### src/rtl/mem_stage.sv
// MEM stage of the RV32I pipeline: EX/MEM register, data-memory req/ready handshake
// with wait-state timeout, load formatting and store byte-lane steering.
module mem_stage #(
  parameter int TIMEOUT_CYCLES = 16
) (
  input  logic        clk,
  input  logic        rst_,
  input  logic        ex_valid,
  input  logic [31:0] ex_alu_result,
  input  logic [31:0] ex_data,
  input  logic [4:0]  ex_rd_addr,
  input  logic [2:0]  ex_func3,
  input  logic        ex_reg_write,
  input  logic        ex_mem_read,
  input  logic        ex_mem_write,
  input  logic        ex_mem_to_reg,
  output logic        mem_stall,
  output logic        dmem_req,
  output logic        dmem_we,
  output logic [31:0] dmem_addr,
  output logic [31:0] dmem_wdata,
  output logic [3:0]  dmem_be,
  input  logic [31:0] dmem_rdata,
  input  logic        dmem_ready,
  output logic        wb_valid,
  output logic [4:0]  wb_rd_addr,
  output logic [31:0] wb_result,
  output logic        wb_reg_write,
  output logic        exc_misaligned,
  output logic        exc_bus_err
);
  localparam int TW = $clog2(TIMEOUT_CYCLES + 1);

  typedef enum logic {IDLE, WAIT} state_t;

  typedef struct packed {
    logic        valid;
    logic [31:0] alu;
    logic [31:0] data;
    logic [4:0]  rd;
    logic [2:0]  func3;
    logic        reg_write;
    logic        mem_read;
    logic        mem_write;
    logic        mem_to_reg;
  } exmem_t;

  typedef struct packed {
    logic        valid;
    logic [4:0]  rd;
    logic [31:0] result;
    logic        reg_write;
    logic        misaligned;
    logic        bus_err;
  } memwb_t;

  exmem_t  exm_q, exm_d;
  memwb_t  wb_q, wb_d;
  state_t  state_q, state_d;
  logic [TW-1:0] timer_q, timer_d;

  logic        is_mem, func3_ok, addr_bad, misal, acc, timeout, stall, retire;
  logic [7:0]  ld_byte;
  logic [15:0] ld_half;
  logic [31:0] ld_data, st_wdata;
  logic [3:0]  st_be;

  // Decode of the instruction sitting in EX/MEM
  always_comb begin
    is_mem = exm_q.valid & (exm_q.mem_read | exm_q.mem_write);
    case (exm_q.func3)
      3'b000, 3'b001, 3'b010: func3_ok = 1'b1;
      3'b100, 3'b101:         func3_ok = ~exm_q.mem_write;
      default:                func3_ok = 1'b0;
    endcase
    case (exm_q.func3[1:0])
      2'b01:   addr_bad = exm_q.alu[0];
      2'b10:   addr_bad = |exm_q.alu[1:0];
      default: addr_bad = 1'b0;
    endcase
    misal   = is_mem & (~func3_ok | addr_bad);
    acc     = is_mem & ~misal;
    timeout = acc & (state_q == WAIT) & (timer_q == TW'(TIMEOUT_CYCLES)) & ~dmem_ready;
    stall   = acc & ~dmem_ready & ~timeout;
    retire  = exm_q.valid & ~stall;
  end

  always_comb begin
    ld_byte = dmem_rdata[{exm_q.alu[1:0], 3'b000} +: 8];
    ld_half = exm_q.alu[1] ? dmem_rdata[31:16] : dmem_rdata[15:0];
    case (exm_q.func3)
      3'b000:  ld_data = {{24{ld_byte[7]}}, ld_byte};
      3'b100:  ld_data = {24'b0, ld_byte};
      3'b001:  ld_data = {{16{ld_half[15]}}, ld_half};
      3'b101:  ld_data = {16'b0, ld_half};
      default: ld_data = dmem_rdata;
    endcase
    case (exm_q.func3[1:0])
      2'b00: begin
        st_be    = 4'b0001 << exm_q.alu[1:0];
        st_wdata = {4{exm_q.data[7:0]}};
      end
      2'b01: begin
        st_be    = exm_q.alu[1] ? 4'b1100 : 4'b0011;
        st_wdata = {2{exm_q.data[15:0]}};
      end
      default: begin
        st_be    = 4'b1111;
        st_wdata = exm_q.data;
      end
    endcase
  end

  assign mem_stall  = stall;
  assign dmem_req   = acc;
  assign dmem_we    = acc & exm_q.mem_write;
  assign dmem_addr  = acc ? {exm_q.alu[31:2], 2'b00} : 32'b0;
  assign dmem_be    = acc ? (exm_q.mem_write ? st_be : 4'b1111) : 4'b0;
  assign dmem_wdata = (acc & exm_q.mem_write) ? st_wdata : 32'b0;

  always_comb begin
    exm_d = exm_q;
    if (!stall) begin
      exm_d.valid      = ex_valid;
      exm_d.alu        = ex_alu_result;
      exm_d.data       = ex_data;
      exm_d.rd         = ex_rd_addr;
      exm_d.func3      = ex_func3;
      exm_d.reg_write  = ex_reg_write;
      exm_d.mem_read   = ex_mem_read;
      exm_d.mem_write  = ex_mem_write;
      exm_d.mem_to_reg = ex_mem_to_reg;
    end
  end

  // MEM/WB only carries retiring instructions; anything else is an all-zero bubble
  always_comb begin
    wb_d = '0;
    if (retire) begin
      wb_d.valid      = 1'b1;
      wb_d.rd         = exm_q.rd;
      wb_d.misaligned = misal;
      wb_d.bus_err    = timeout;
      wb_d.reg_write  = exm_q.reg_write & ~misal & ~timeout;
      wb_d.result     = (exm_q.mem_read & exm_q.mem_to_reg & ~misal & ~timeout)
                        ? ld_data : exm_q.alu;
    end
  end

  always_comb begin
    state_d = state_q;
    timer_d = timer_q;
    case (state_q)
      IDLE: begin
        if (acc && !dmem_ready) begin
          state_d = WAIT;
          timer_d = TW'(1);
        end
      end
      WAIT: begin
        if (!acc || dmem_ready || timeout) begin
          state_d = IDLE;
          timer_d = '0;
        end else begin
          timer_d = timer_q + TW'(1);
        end
      end
      default: begin
        state_d = IDLE;
        timer_d = '0;
      end
    endcase
  end

  always_ff @(posedge clk) begin
    if (!rst_) begin
      exm_q   <= '0;
      wb_q    <= '0;
      state_q <= IDLE;
      timer_q <= '0;
    end else begin
      exm_q   <= exm_d;
      wb_q    <= wb_d;
      state_q <= state_d;
      timer_q <= timer_d;
    end
  end

  assign wb_valid       = wb_q.valid;
  assign wb_rd_addr     = wb_q.rd;
  assign wb_result      = wb_q.result;
  assign wb_reg_write   = wb_q.reg_write;
  assign exc_misaligned = wb_q.misaligned;
  assign exc_bus_err    = wb_q.bus_err;

endmodule

### config.mk
export PLATFORM = sky130hd
export DESIGN_NAME = mem_stage
export DESIGN_NICKNAME = d
export VERILOG_FILES = /design/src/rtl/mem_stage.sv
export SDC_FILE = /design/constraint.sdc
export NUM_CORES = 1
export LEC_CHECK = 0
export CORE_ASPECT_RATIO = 2
export CORE_MARGIN = 1
export CORE_UTILIZATION = 44
export CTS_CLUSTER_DIAMETER = 40
export DETAILED_ROUTE_END_ITERATION = 10
export PLACE_DENSITY = 0.81
export SYNTH_ARGS = -nofsm -noshare
export SYNTH_HDL_FRONTEND = slang
export SYNTH_SLANG_ARGS = --single-unit
### constraint.sdc
create_clock -name clk -period 3.51 [get_ports clk]
set_input_delay 1.053 -clock clk [delete_from_list [all_inputs] [get_ports clk]]
set_output_delay 1.053 -clock clk [all_outputs]
set_load 0.02 [all_outputs]
# Yosys cells after proc, flatten, opt, wreduce, memory -nomap -nowiden
# Cells that the tools add are included.
# Widths: inputs -> output; s select.
# totals
register_bits	124
word_cells	82
output_inout_bits	112
inputBits	112
# op_classes
bitwise	24
shifts	2
eq_ne	8
addsub	1
muxes	19
reduce_logical	11
# ops
operator	count
$pmux 32 s4	1
$mux 32	3
$pmux 32 s2	1
$mux 41	1
$shiftx 32x6->8	1
$mux 16	1
$and 1x1->1	15
$mux 4	3
$mux 5	2
$pmux 5 s2	1
$pmux 4 s2	1
$not 1->1	7
$eq 3x3->1 const B	2
$pmux 1 s2	3
$add 5x1->5 const B	1
$eq 5x5->1 const B	1
$reduce_or 2->1	2
$shl 1x2->4 const A	1
$eq 3x1->1 const B	1
$eq 3x2->1 const B	1
$logic_not 3->1	1
$reduce_or 3->1	1
$eq 2x1->1 const B	1
$eq 2x2->1 const B	1
other kinds (8)	12

# Depth between registers and ports, before layout
# logic_depth
depth_word	16
mapped_depth	11
mapped_depth_nobuf	8

# Worst setup path after synthesis
# OpenSTA, ideal clock, no wires.
# synth_timing
path_kind	register -> output
startpoint	register exm_q[5] (netlist bit)
endpoint	output port dmem_wdata[27]
required_time_ps	2457
n_path_buf	2
path_stages_with_launch	10
arrival_time_ps	2033
setup_slack_ps	424
cell_sequence	dfxtp_1 > inv_1 > ha_1 > buf_2 > o211a_1 > nor2_1 > and2_1 > nand3_1 > clkbuf_1 > a31oi_1
# synth_via
elab_chain_cells	10
word_cells_on_any_way	20
classes_between	6 x eq/ne; 4 x mux; 6 x bitwise; 4 x reduce/logical
# synth_rtl
element	line	text
start, declared	57	exmem_t exm_q, exm_d;
start signal, assigned	182	exm_q <= exm_d;
$eq 3x1->1, or another cell as far along	71	case (exm_q.func3)
$reduce_or 3->1 or $reduce_or 2->1 (tied branches)	71	
$pmux 1 s2	71	
$not 1->1	81	misal = is_mem & (~func3_ok | addr_bad);
$or 1x1->1	81	
$and 1x1->1	81	
$not 1->1	82	acc = is_mem & ~misal;
$and 1x1->1	82	
$and 1x1->1	119	assign dmem_wdata = (acc & exm_q.mem_write) ? st_wdata : 32'b0;
$mux 32 (*)	119	
end, declared	21	output logic [31:0] dmem_wdata,
# Every way passes the cells marked *; elsewhere a longest branch is shown, timed or not.

# Worst setup path after layout
# layout_timing
startpoint	register exm_q[5] (netlist bit)
endpoint	output port dmem_be[0]
# layout_via
elab_chain_cells	9
word_cells_on_any_way	20
classes_between	6 x eq/ne; 5 x mux; 5 x bitwise; 4 x reduce/logical
# layout_rtl
element	line	text
$eq 3x1->1, or another cell as far along	71	
$reduce_or 3->1 or $reduce_or 2->1 (tied branches)	71	
$pmux 1 s2	71	
$not 1->1	81	
$or 1x1->1	81	
$and 1x1->1	81	
$not 1->1	82	
$and 1x1->1	82	
$mux 4 (*)	118	assign dmem_be = acc ? (exm_q.mem_write ? st_be : 4'b1111) : 4'b0;
end, declared	22	output logic [3:0] dmem_be,
# Marked as above.

==> results.md <==
- The flow ran to the end, and the final reports show no timing, DRC or antenna violations.
- The critical register-to-register path endpoint is wb_result[5].
- The total number of nets in the final design is 1,080.
- The wire length per cell is 18.4 µm.
- The highest fanout seen on the critical path is 5.
- The startpoint identified for the worst register-to-register timing path is exm_q[5].
- The count of filler cells inserted in the layout is between 1k and 1.5k.
- The internal portion of total power is about 0.0029 W.
- The total power is 0.00394 W.
- The clock tree synthesis step divided the H-tree into 4 levels.
- The initial core utilization is between 40% and 50%.
- The part of the power in combinational logic is roughly 15%.
- The signed area change from the synthesized netlist to the final layout is 47.7%.
- The largest net degree at the start of global routing is 84.
- The worst setup path is launched from a flip-flop.
- The reported max-cap violation count is 0.
- The clock net sink count is 124.
- Global routing finished with a remaining overflow of 0.
- For this run, the register share of the synthesized area comes to 43.2%.
- The number of buffers inserted by hold repair at cts is 0.
- The die width is 82.8 µm.
- The full die area is 13,600 µm².
- Before antenna repair, the detailed router went through 5 iterations.
- The launch instance of the worst min-delay path is exm_q[9].
- The number of cell rows is between 50 and 60.
- The detailed router put a total of 7110 µm of wire on met1.
- TritonCTS built the clock tree.
- The post-CTS clock slew at the launch and capture registers of the worst setup and hold paths is 0.06 ns.
- The critical path is of the flip-flop to output port type.
- The slew at the pin with the worst max-slew slack is around 0.96 ns.
- Counting the buffers created by CTS gives 17.
- In this run the mean area of a mapped cell was approximately 7.6 µm².
- The detailed router placed 6,308 vias in this run.
- The Yosys step of the flow raised 0 warnings.
- The count of pins on the block boundary is 224.
- Routability-driven placement finished with a final weighted congestion of 0.883.
- The count of input and output buffers is 221.
- The final period demand of the worst path is 3.40 ns.
- The maximum clock frequency is 0.294 GHz.
- In this run the worst hold path is classified as flip-flop to flip-flop.
- The via count of the first global-routing pass is 6,123.
- The clock network fraction of design power is 46.1%.
- The routed wire length on met3 is 1100 µm.
- In the post-route analysis, the smallest setup slack over all paths is 0.110 ns.
- The cell with the largest stage delay on the worst path is sky130_fd_sc_hd__dfxtp_1.
- The clock latency on the worst-skew pair is 0.41 ns.
- At the worst endpoint, the required time is 2.46 ns.
- Walking the worst path, the cells encountered are inv_1 > ha_2 > and3_1 > buf_4 > nor3_4 > buf_4 > nand2_1 > a31oi_1 > clkbuf_2.
- The post-detailed-placement half-perimeter wirelength is 14,300 µm.
- The fraction of final layout cells with drive strength greater than 1 is 17.6%.
- The count of distinct cell types in the synthesized netlist is 44.
- The die height is approximately 160 µm.
- The max-slew violation total from the final report is 0.
- The net switching fraction of the power is 26.9%.
- The endpoint with the worst hold slack is exm_q[9].
- After detailed routing, the number of vias per cell comes to 5.60.
- Setup violations remaining at the end of the flow were counted as 0.
- The post-synthesis register bit count is 124.
- In this run, the number of DRC markers left after iteration 0 of detailed routing was 356.
- The main flop type after synthesis is sky130_fd_sc_hd__dfxtp_1.
- The post-route clock skew is 0.00721 ns.
- The aggregate global-route resource usage is between 20 and 30%.
- After floorplanning, the core was sized to cover 12,600 µm².
- The capturing element type of the critical path is an output port.
- The highest cell delay on the worst timing path is 0.33 ns.
- The number of synthesized flops with an enable pin is 0.
- The worst supply voltage drop on vdd is 0.452 mV.
- The maximum buffer depth of the clock tree is 2.
- The final core utilization is between 60% and 70%.
- Headroom to the max-slew limit came out at a little over a third.
- For this design the total switching power over the nets is approximately 0.0011 W.
- The most used cell along the critical path is sky130_fd_sc_hd__buf_4.
- The final-report hold violation count came to 0.
- The biggest area contributor in the post-synthesis netlist is sky130_fd_sc_hd__dfxtp_1.
- CTS placed an instance of sky130_fd_sc_hd__clkbuf_16 at the clock tree root.
- The static leakage is between 3 and 4 nW.
- The number of antenna violations at the first check in global routing is 0.
- OpenSTA, run right after detailed placement, puts the worst setup slack at -0.0171 ns.
- The signal arrival time at the worst endpoint is between 2 and 2.5 ns.
- In this run the top signal layer used is met4.
- The share of total power dissipated in sequential elements is just under 40%.
- The register-to-register setup slack is 0.45 ns.
- After synthesis, the cell types taking the most area are sky130_fd_sc_hd__dfxtp_1 43%, sky130_fd_sc_hd__nand2_1 14%, sky130_fd_sc_hd__a21oi_1 11%, sky130_fd_sc_hd__and3_1 3.5%, sky130_fd_sc_hd__a211oi_1 2.7%.
- In the routed design, unresolved DRC markers number 0.
- The final layout contains routed wiring with a total length of approximately 21,000 µm.
- Once detail routing completed, the nets flagged for antenna violations numbered 0.
- The cell area that synthesis handed to floorplanning was 5750 µm².
- The first global-routing pass estimated ~31,000 µm of wire.
- The fraction of the cycle the final worst path needs is 96.9%.
- In the synthesized netlist, the number of instances is 752.
- For the final routed database, the setup TNS stands at 0 ns.
- After synthesis, the share of flip-flops with an asynchronous set or reset is 0%.
- The detailed route wirelength on metal2 is 11,300 µm.
- The power per standard cell area is 464 nW/µm².
- For the worst flop-to-flop path, the logic depth is 12.
- The share of the synthesized area in the top cell type is 43.2%.
- The number of cells traversed by the worst hold path is 2.
==> cells in the mapped netlist, types with 2 or more instances <==
cell,n
sky130_fd_sc_hd__nor3_1,3
sky130_fd_sc_hd__dfxtp_1,124
sky130_fd_sc_hd__nand3_1,7
sky130_fd_sc_hd__buf_2,14
sky130_fd_sc_hd__a31oi_1,16
sky130_fd_sc_hd__and2_1,16
sky130_fd_sc_hd__a211oi_2,11
sky130_fd_sc_hd__inv_1,10
sky130_fd_sc_hd__nor2_1,41
sky130_fd_sc_hd__buf_4,10
sky130_fd_sc_hd__o211ai_1,9
sky130_fd_sc_hd__nand4b_1,2
sky130_fd_sc_hd__inv_2,2
sky130_fd_sc_hd__a21oi_1,128
sky130_fd_sc_hd__buf_6,6
sky130_fd_sc_hd__nand2_1,218
sky130_fd_sc_hd__o21ai_0,3
sky130_fd_sc_hd__mux2_2,9
sky130_fd_sc_hd__clkbuf_1,32
sky130_fd_sc_hd__ha_1,6
sky130_fd_sc_hd__o21bai_1,2
sky130_fd_sc_hd__o22ai_1,2
sky130_fd_sc_hd__a211oi_1,21
sky130_fd_sc_hd__and3_1,32
sky130_fd_sc_hd__a221oi_1,8
sky130_fd_sc_hd__nand4_1,2
==> per-layer routing <==
layer | vias to the layer above | track usage [%]
met3 | 65 | 5.91
met2 | 298 | 55.2
met5 | - | 0
li1 | 2994 | -
met4 | 0 | 20.5
met1 | 2951 | 27.8
==> power groups by stage <==
stage          logic [W]  clock network [W]  registers (W)
6_report        0.000598            0.00182        0.00153
5_1_grt         0.000640            0.00189        0.00153
4_1_cts         0.000581            0.00183        0.00152
3_5_place_dp    0.000581                  0        0.00156
3_3_place_gp    0.000576                  0        0.00155
2_1_floorplan   0.000295                  0        0.00155
==> per-stage QoR <==
stage	cell area [µm²]	hold WS [ns]	std cells
finish	8490	0.447	1126
global route	8490	0.466	1125
CTS	8640	0.447	1119
detailed placement	8090	0.439	1087
global placement	8090	0.433	1087
floorplan	5750	0.427	753
==> cell usage in the layout (no fill, tap or decap), types with 11 or more instances in the layout <==
cell and count:
sky130_fd_sc_hd__clkdlybuf4s50_1 152, sky130_fd_sc_hd__and2_1 15, sky130_fd_sc_hd__and3_1 32, sky130_fd_sc_hd__nor2_1 39, sky130_fd_sc_hd__a211oi_1 21, sky130_fd_sc_hd__nand2_1 218, sky130_fd_sc_hd__a21oi_1 128, sky130_fd_sc_hd__clkbuf_16 19
sky130_fd_sc_hd__a211oi_2 11, sky130_fd_sc_hd__buf_4 22, sky130_fd_sc_hd__clkbuf_2 67, sky130_fd_sc_hd__dfxtp_1 123, sky130_fd_sc_hd__a31oi_1 16
==> worst max-delay path: cells and delay by family, from the launching register on <==
kind | cells | cell delay, ns
buffers and inverters | 4 | 0.61
and+or+nand+nor | 3 | 0.49
DFF | 1 | 0.33
adders and majority gates | 1 | 0.29
AOI/OAI and AO/OA | 1 | 0.22
==> cell families (layout without fill, tap and decap cells) <==
family | Yosys count | after routing | synth area share [%]
multiplexers | 9 | 9 | 1.76
AND/OR/NAND/NOR | 329 | 329 | 24.8
buffers and inverters | 75 | 297 | 6.64
AO/OA/AOI/OAI | 208 | 208 | 22.3
other | 1 | 3 | 0.0652
flip-flops | 124 | 124 | 43.2
adder cells (fa/ha/maj) | 6 | 6 | 1.31
==> state kept, by name (all words and copies together), names as in the netlist <==
signal          cells
wb_rd_addr          5
state_q             1
exc_misaligned      1
timer_q             5
exm_q              77
exc_bus_err         1
wb_result          32
wb_reg_write        1
wb_valid            1
==> final cells by class <==
cell class	instances	area [µm²]	share of cell area (%)
multi-input combinational	554	2940	34.6
antenna	1	2.50	0.0295
timing repair inverter	1	5.00	0.0589
clock buffer	17	425	5.01
inverter	12	48.8	0.575
timing repair buffer	252	2210	26.1
clock inverter	15	185	2.18
tap	150	188	2.21
sequential	124	2480	29.3
==> worst max-delay path by stage <==
stage                from             end  slack [ns]  depth (start not counted)
3_3_place_gp   dmem_ready       mem_stall       0.007                          5
3_5_place_dp   dmem_ready       mem_stall       -0.02                          5
5_1_grt          exm_q[5]      dmem_be[0]       -0.01                          9
4_1_cts          exm_q[5]        dmem_req       -0.27                          9
6_report         exm_q[5]      dmem_be[0]        0.11                          9
2_1_floorplan    exm_q[5]  dmem_wdata[27]        0.42                          9
==> what timing repair did <==
item,in CTS,in global routing
cloned,0,4
resized for setup,82,149
pin swaps,0,3
buffers inserted,0,2
endpoints found under the setup margin,69,69
Note: power is estimated with default switching activity, not from simulation.
